<file path="config.mk">
export PLATFORM = sky130hd
export DESIGN_NAME = context_switch_unit
export DESIGN_NICKNAME = d
export VERILOG_FILES = /design/src/rtl/csu_pkg.sv /design/src/rtl/context_switch_unit_rr_select.sv /design/src/rtl/context_switch_unit.sv
export SDC_FILE = /design/constraint.sdc
export NUM_CORES = 1
export LEC_CHECK = 0
export CAP_MARGIN = 20
export CORE_UTILIZATION = 42
export CTS_CLUSTER_DIAMETER = 200
export DETAILED_ROUTE_END_ITERATION = 10
export PLACE_DENSITY_LB_ADDON = 0.15
export SETUP_SLACK_MARGIN = 0.4
export SYNTH_ARGS = -nofsm -noshare
export SYNTH_HDL_FRONTEND = slang
export SYNTH_HIERARCHICAL = 1
export SYNTH_SLANG_ARGS = --single-unit
</file>
<file path="constraint.sdc">
create_clock -name clk -period 5.6 [get_ports clk]
set_input_delay 0.56 -clock clk [delete_from_list [all_inputs] [get_ports clk]]
set_output_delay 0.56 -clock clk [all_outputs]
set_load 0.02 [all_outputs]
</file>
<file path="src/rtl/csu_pkg.sv">
// csu_pkg
//   Definitions shared by the context switch unit and its round-robin
//   selector:
//     csu_state_t   - FSM state encoding (IDLE, SAVE, SELECT, RESTORE)
//     CAUSE_*       - interrupt cause codes; 2'b11 is reserved and acts as
//                     a quantum interrupt
//     CNT_WIDTH     - width of the optional statistics counters
//     is_io_cause() - true for causes that block the interrupted process
package csu_pkg;

   typedef enum logic [1:0] {
      ST_IDLE    = 2'd0,
      ST_SAVE    = 2'd1,
      ST_SELECT  = 2'd2,
      ST_RESTORE = 2'd3
   } csu_state_t;

   localparam logic [1:0] CAUSE_QUANTUM = 2'b00;
   localparam logic [1:0] CAUSE_INPUT   = 2'b01;
   localparam logic [1:0] CAUSE_OUTPUT  = 2'b10;

   localparam int CNT_WIDTH = 16;

   function automatic logic is_io_cause(input logic [1:0] cause);
      return (cause == CAUSE_INPUT) || (cause == CAUSE_OUTPUT);
   endfunction

endpackage

</file>
<file path="src/rtl/context_switch_unit_rr_select.sv">
// rr_select
//   Combinational round-robin search. Looks for the first set bit of
//   'ready', starting at index 'start' and wrapping from NUM_PROC-1 to 0.
//   Ports:
//     ready [NUM_PROC]   - per-process ready mask
//     start [PROC_WIDTH] - first index to examine
//     sel   [PROC_WIDTH] - first ready index found (0 when none)
//     found              - at least one process is ready
module rr_select
   import csu_pkg::*;
#(
   parameter int NUM_PROC   = 4,
   parameter int PROC_WIDTH = 2
) (
   input  logic [NUM_PROC-1:0]   ready,
   input  logic [PROC_WIDTH-1:0] start,
   output logic [PROC_WIDTH-1:0] sel,
   output logic                  found
);

   int                  idx;
   logic [PROC_WIDTH-1:0] idx_b;

   // Scan from the farthest candidate back to 'start', so the last hit
   // written is the one nearest to 'start' in round-robin order.
   always_comb begin
      sel   = '0;
      found = 1'b0;
      idx   = 0;
      idx_b = '0;
      for (int i = NUM_PROC - 1; i >= 0; i--) begin
         idx   = (int'(start) + i) % NUM_PROC;
         idx_b = idx[PROC_WIDTH-1:0];
         if (ready[idx_b]) begin
            sel   = idx_b;
            found = 1'b1;
         end
      end
   end

endmodule

</file>
<file path="src/rtl/context_switch_unit.sv">
// context_switch_unit
//   Saves the PC of the interrupted process, chooses the next process that
//   is not blocked on I/O (round-robin), and restores that process's PC.
//
//   State table
//     state      | meaning
//     ST_IDLE    | core runs; an intrpt at a clock edge starts a switch
//     ST_SAVE    | store cur_pc in ctx[proc_id]; I/O causes block proc_id
//     ST_SELECT  | round-robin search; stays here while every process is blocked
//     ST_RESTORE | pc_load pulse with pc_next/proc_id of the chosen process
//
//   Ports:
//     clk, rst_n            - clock; asynchronous active-low reset
//     intrpt, intrpt_cause  - interrupt request and its cause code
//     cur_pc                - PC of the running process
//     io_done, io_done_id   - I/O completion strobe and the process it wakes
//     stall                 - holds the core while a switch is in progress
//     pc_load, pc_next      - one-cycle load strobe and the restored PC
//     proc_id               - running process id
//     blocked               - per-process I/O-blocked flags
//     switch_cnt, drop_cnt  - only with CSU_STATS_EN: saturating counts of
//                             pc_load pulses and of ignored interrupts
//
//   Build option: define CSU_STATS_EN to add the statistics counters.
module context_switch_unit
   import csu_pkg::*;
#(
   parameter int NUM_PROC   = 4,
   parameter int PROC_WIDTH = 2,
   parameter int PC_WIDTH   = 32
) (
   input  logic                  clk,
   input  logic                  rst_n,
   input  logic                  intrpt,
   input  logic [1:0]            intrpt_cause,
   input  logic [PC_WIDTH-1:0]   cur_pc,
   input  logic                  io_done,
   input  logic [PROC_WIDTH-1:0] io_done_id,
   output logic                  stall,
   output logic                  pc_load,
   output logic [PC_WIDTH-1:0]   pc_next,
   output logic [PROC_WIDTH-1:0] proc_id,
   output logic [NUM_PROC-1:0]   blocked
`ifdef CSU_STATS_EN
   ,
   output logic [CNT_WIDTH-1:0]  switch_cnt,
   output logic [CNT_WIDTH-1:0]  drop_cnt
`endif
);

   csu_state_t            state;
   logic [PC_WIDTH-1:0]   ctx [NUM_PROC];
   logic [NUM_PROC-1:0]   blocked_nxt;
   logic [NUM_PROC-1:0]   ready;
   logic [PROC_WIDTH-1:0] start_id;
   logic [PROC_WIDTH-1:0] sel_id;
   logic                  sel_found;

   // The search begins just after the running process and ends on it, so a
   // process that is the only ready one gets reselected.
   assign start_id = (proc_id == PROC_WIDTH'(NUM_PROC - 1)) ? '0
                                                            : proc_id + PROC_WIDTH'(1);
   assign ready    = ~blocked;

   rr_select #(
      .NUM_PROC   (NUM_PROC),
      .PROC_WIDTH (PROC_WIDTH)
   ) u_rr_select (
      .ready (ready),
      .start (start_id),
      .sel   (sel_id),
      .found (sel_found)
   );

   always_ff @(posedge clk or negedge rst_n) begin
      if (!rst_n) begin
         state   <= ST_IDLE;
         stall   <= 1'b0;
         pc_load <= 1'b0;
         pc_next <= '0;
         proc_id <= '0;
         for (int i = 0; i < NUM_PROC; i++) begin
            ctx[i] <= '0;
         end
      end else begin
         pc_load <= 1'b0;
         case (state)
            ST_IDLE: begin
               if (intrpt) begin
                  state <= ST_SAVE;
                  stall <= 1'b1;
               end
            end
            ST_SAVE: begin
               ctx[proc_id] <= cur_pc;
               state        <= ST_SELECT;
            end
            ST_SELECT: begin
               if (sel_found) begin
                  state   <= ST_RESTORE;
                  pc_next <= ctx[sel_id];
                  pc_load <= 1'b1;
                  proc_id <= sel_id;
               end
            end
            ST_RESTORE: begin
               state <= ST_IDLE;
               stall <= 1'b0;
            end
            default: begin
               state <= ST_IDLE;
               stall <= 1'b0;
            end
         endcase
      end
   end

   // The io_done clear is applied after the SAVE set so that it wins when
   // both target the same process in the same cycle.
   always_comb begin
      blocked_nxt = blocked;
      if (state == ST_SAVE && is_io_cause(intrpt_cause)) begin
         blocked_nxt[proc_id] = 1'b1;
      end
      if (io_done) begin
         blocked_nxt[io_done_id] = 1'b0;
      end
   end

   always_ff @(posedge clk or negedge rst_n) begin
      if (!rst_n) begin
         blocked <= '0;
      end else begin
         blocked <= blocked_nxt;
      end
   end

`ifdef CSU_STATS_EN
   always_ff @(posedge clk or negedge rst_n) begin
      if (!rst_n) begin
         switch_cnt <= '0;
         drop_cnt   <= '0;
      end else begin
         if (pc_load && (switch_cnt != '1)) begin
            switch_cnt <= switch_cnt + CNT_WIDTH'(1);
         end
         if (intrpt && (state != ST_IDLE) && (drop_cnt != '1)) begin
            drop_cnt <= drop_cnt + CNT_WIDTH'(1);
         end
      end
   end
`else
   // Statistics counters are not built.
`endif

endmodule

</file>
==> metrics.md <==
| Metric | Value |
|---|---|
| PwrDens | `around 700 nW/µm²` |
| Max clock buf depth | `2` |
| RePlAce Congestion | `roughly 0.76` |
| Most area-consuming cells after synthesis | `dfrtp_1, mux2_2, mux2i_1` |
| Via Count | `about 4,500` |
| PortBufs | `79` |
| Die Width | `approximately 140 µm` |
| Htree depth | `4` |
| Skew final | `~0.0069 ns` |
| Top cell type's share of synthesized area | `0.568` |
| Die height | `between 100 and 150 µm` |
| Clock share of power | `0.190` |
| DIE AREA | `18,400 µm²` |
| Starting density of the core | `0.431` |
| CTS tree | `done` |
| Clock sinks | `between 150 and 200` |
| Clock-pin slew on the worst setup and hold paths | `about 0.07 ns` |
| Synthesized Nets | `approximately 570` |
| Core box area | `about 17,000 µm²` |
| Wire per inst | `just under 20 µm` |
| Worst Path Arrival | `~3.5 ns` |
| Cell Area, Placed | `8370 µm²` |
| Fin. Hold Viols | `0` |
| Design area | `8970 µm²` |
| Row cnt | `between 40 and 50` |
| TNS Setup | `0 ns` |
| Synth-to-Final Area Change | `19.8%` |
| Max Fclk | `311 MHz` |
| Io pins | `80` |
| Net Sw Frac | `0.359` |
| Combinational share of power | `0.455` |
| LEAKAGE | `4.03 nW` |
| Final core occ | `0.517` |
| ANT cells | `0` |
| Worst slew margin | `0.356` |
| Netlist cell types | `27` |
| Main flop type after synthesis | `dfrtp_1` |
| Maximum number of pins on one net before global-route repair | `about 110` |
| Crit-path cells | `inv_1, nor2_1, nand2_1, nand2_2, clkinv_2, nand2b_1, buf_4, o221ai_1` |
| Sequential share of power | `0.355` |
| RSZ-0062 raised after global routing | `false` |
| CP max-delay cell | `nand2_2` |
| Worst-Margin Slew | `0.965 ns` |
| Post-DR vias/cell | `between 5 and 6` |
| Tcrit/Tclk final | `0.575` |
| Maxcap violations | `0` |
| Worst Setup SP | `blocked[3]$_DFF_PN0_` |
| Vias in the first global route | `between 4,000 and 5,000` |
| Number of synthesized flops with an enable pin | `0` |
| Clock Latency Late Sink | `0.43 ns` |
| First-pass GRT wire length | `roughly 26,000 µm` |
| CP max stage delay | `0.69 ns` |
| Status | `complete, no violations` |
| Drt drc | `0` |
| Aggregate global-route resource usage | `0.189` |
| Final WL | `between 15,000 and 20,000 µm` |
| Critical Path End Type | `flip-flop` |
| Hold WS | `~0.24 ns` |
| Power, Total | `between 6 and 7 mW` |
| P_int | `about 4 mW` |
| Switching pwr | `roughly 2.2 mW` |
| Post-CTS sizing | `0` |
| Area of the mapped netlist | `7490 µm²` |
| Syn Inst Count | `around 520` |
| Most frequent cell after synthesis | `dfrtp_1` |
| Initial antenna violation count | `0` |
| YS warnings | `6` |
| Antenna-violating nets left | `0` |
| First-pass DRT Iterations | `4` |
| Avg Inst Size Synth | `14.5 µm²` |
| Seq/Total Area, Yosys | `0.568` |
| Worst setup SP type | `flip-flop` |
| Fin crit period | `~3.2 ns` |
| Overflow after GRT | `0` |
| Worst R2R Setup Slack | `about 2.4 ns` |
| Synth area leader | `dfrtp_1` |
| DPL Wire Length | `9350 µm` |
| Post-CTS Hold Buffers | `0` |
| Final setup violation count | `0` |
| Cts bufs inserted | `17` |
| Worst Path Max Fanout | `33` |
| Async SR Flop Fraction | `1.00` |
| Share of cells above drive strength 1 | `0.260` |
| Final Net Count | `between 600 and 700` |
| Postcts setup bufs | `0` |
| Synth top cells by count | `dfrtp_1, mux2_2, mux2i_1, nand2_1, o221ai_1` |
| CP required | `slightly below 6 ns` |
| Clock root buffer | `clkbuf_16` |
| Kind of critical path | `reg -> reg` |
| Yosys reg bits | `170` |
| Worst min path class | `in -> async` |
| Final Slew Violations | `0` |
| Max rail drop VDD | `about 0.3 mV` |
| Initial DRC count | `178` |
| Worst r2r src | `blocked[3]$_DFF_PN0_` |
[worst max-delay path: cells and delay by family, from the launching register on]
| family | cells | cell delay [ns] |
|---|---|---|
| AND/OR/NAND/NOR | 4 | 1.67 |
| flip-flops | 1 | 0.40 |
| buffers and inverters | 3 | 0.81 |
| AO/OA/AOI/OAI | 1 | 0.16 |
[flip-flops by register name, indices dropped and copies added, names as in the netlist]
register and cells:
pc_load 1, blocked 4, proc_id 2, stall 1, state 2, ctx 128
pc_next 32
[cell usage in the layout (no fill, tap or decap), drive strengths merged, types with 2 or more instances in the layout]
cell	netlist	routed
o221ai	32	32
a31oi	8	8
clkinv	1	4
mux2	129	129
a211oi	2	2
o21ai	3	3
dfrtp	170	170
nand2	42	42
clkbuf	3	21
nand2b	3	3
bufinv	0	2
inv	11	15
a21oi	3	3
ha	9	9
clkdlybuf4s50	0	78
nor2	5	5
mux2i	65	65
clkinvlp	0	2
buf	26	6
[power groups by stage]
stage               combinational [mW]  clock, mW  sequential [mW]
finish                            2.85       1.19             2.22
global route                      3.07       1.28             2.30
CTS                               2.89       1.22             2.22
detailed placement                2.88          0             2.24
global placement                  2.75          0             2.21
floorplan                         2.03          0             2.30
[cell families (layout without fill, tap and decap cells)]
group / after synthesis / count (layout) / synth area share
DFF: 170 / 170 / 0.568
xor gates and xnor gates: 1 / 1 / 0.00117
muxes: 194 / 194 / 0.291
adders and majority gates: 9 / 9 / 0.0150
and+or+nand+nor: 52 / 52 / 0.0326
AOI/OAI and AO/OA: 49 / 49 / 0.0521
buffers and inverters: 41 / 128 / 0.0399
[per-layer routing]
metal	wire [µm]	track usage	part of all wire	vias up
met2	7960	0.318	0.50	67
li1	-	-	-	2029
met3	516	0.0520	0.032	19
met4	229	0.0599	0.014	0
met5	0	0	0	-
met1	7240	0.236	0.45	2336
[layout make-up]
class / instances / area (µm²)
Clock inverter: 11 / 136
Inverter: 12 / 46.3
Clock buffer: 21 / 460
Timing Repair Buffer: 84 / 850
Tap cell: 225 / 282
Multi-Input combinational cell: 305 / 2940
Fill cell: 1470 / 8390
Sequential cell: 170 / 4250
[worst paths after layout]
check	endpoint	depth (start not counted)
setup / recovery	pc_next[1]$_DFFE_PN0P_	8
setup reg to reg	pc_next[1]$_DFFE_PN0P_	8
max in group asynchronous	ctx[100]$_DFFE_PN0P_	2
hold / removal	blocked[2]$_DFF_PN0_	1
min in group clk	pc_next[19]$_DFFE_PN0P_	2
hold reg to reg	pc_next[19]$_DFFE_PN0P_	2
[through the flow]
step	setup slack, ns	std cells
after floorplan	3.49	516
after global placement	2.36	795
after detailed placement	2.35	796
after CTS	2.34	828
after global routing	2.11	828
final	2.38	828
No activity file was read; power rests on OpenSTA's default activity.
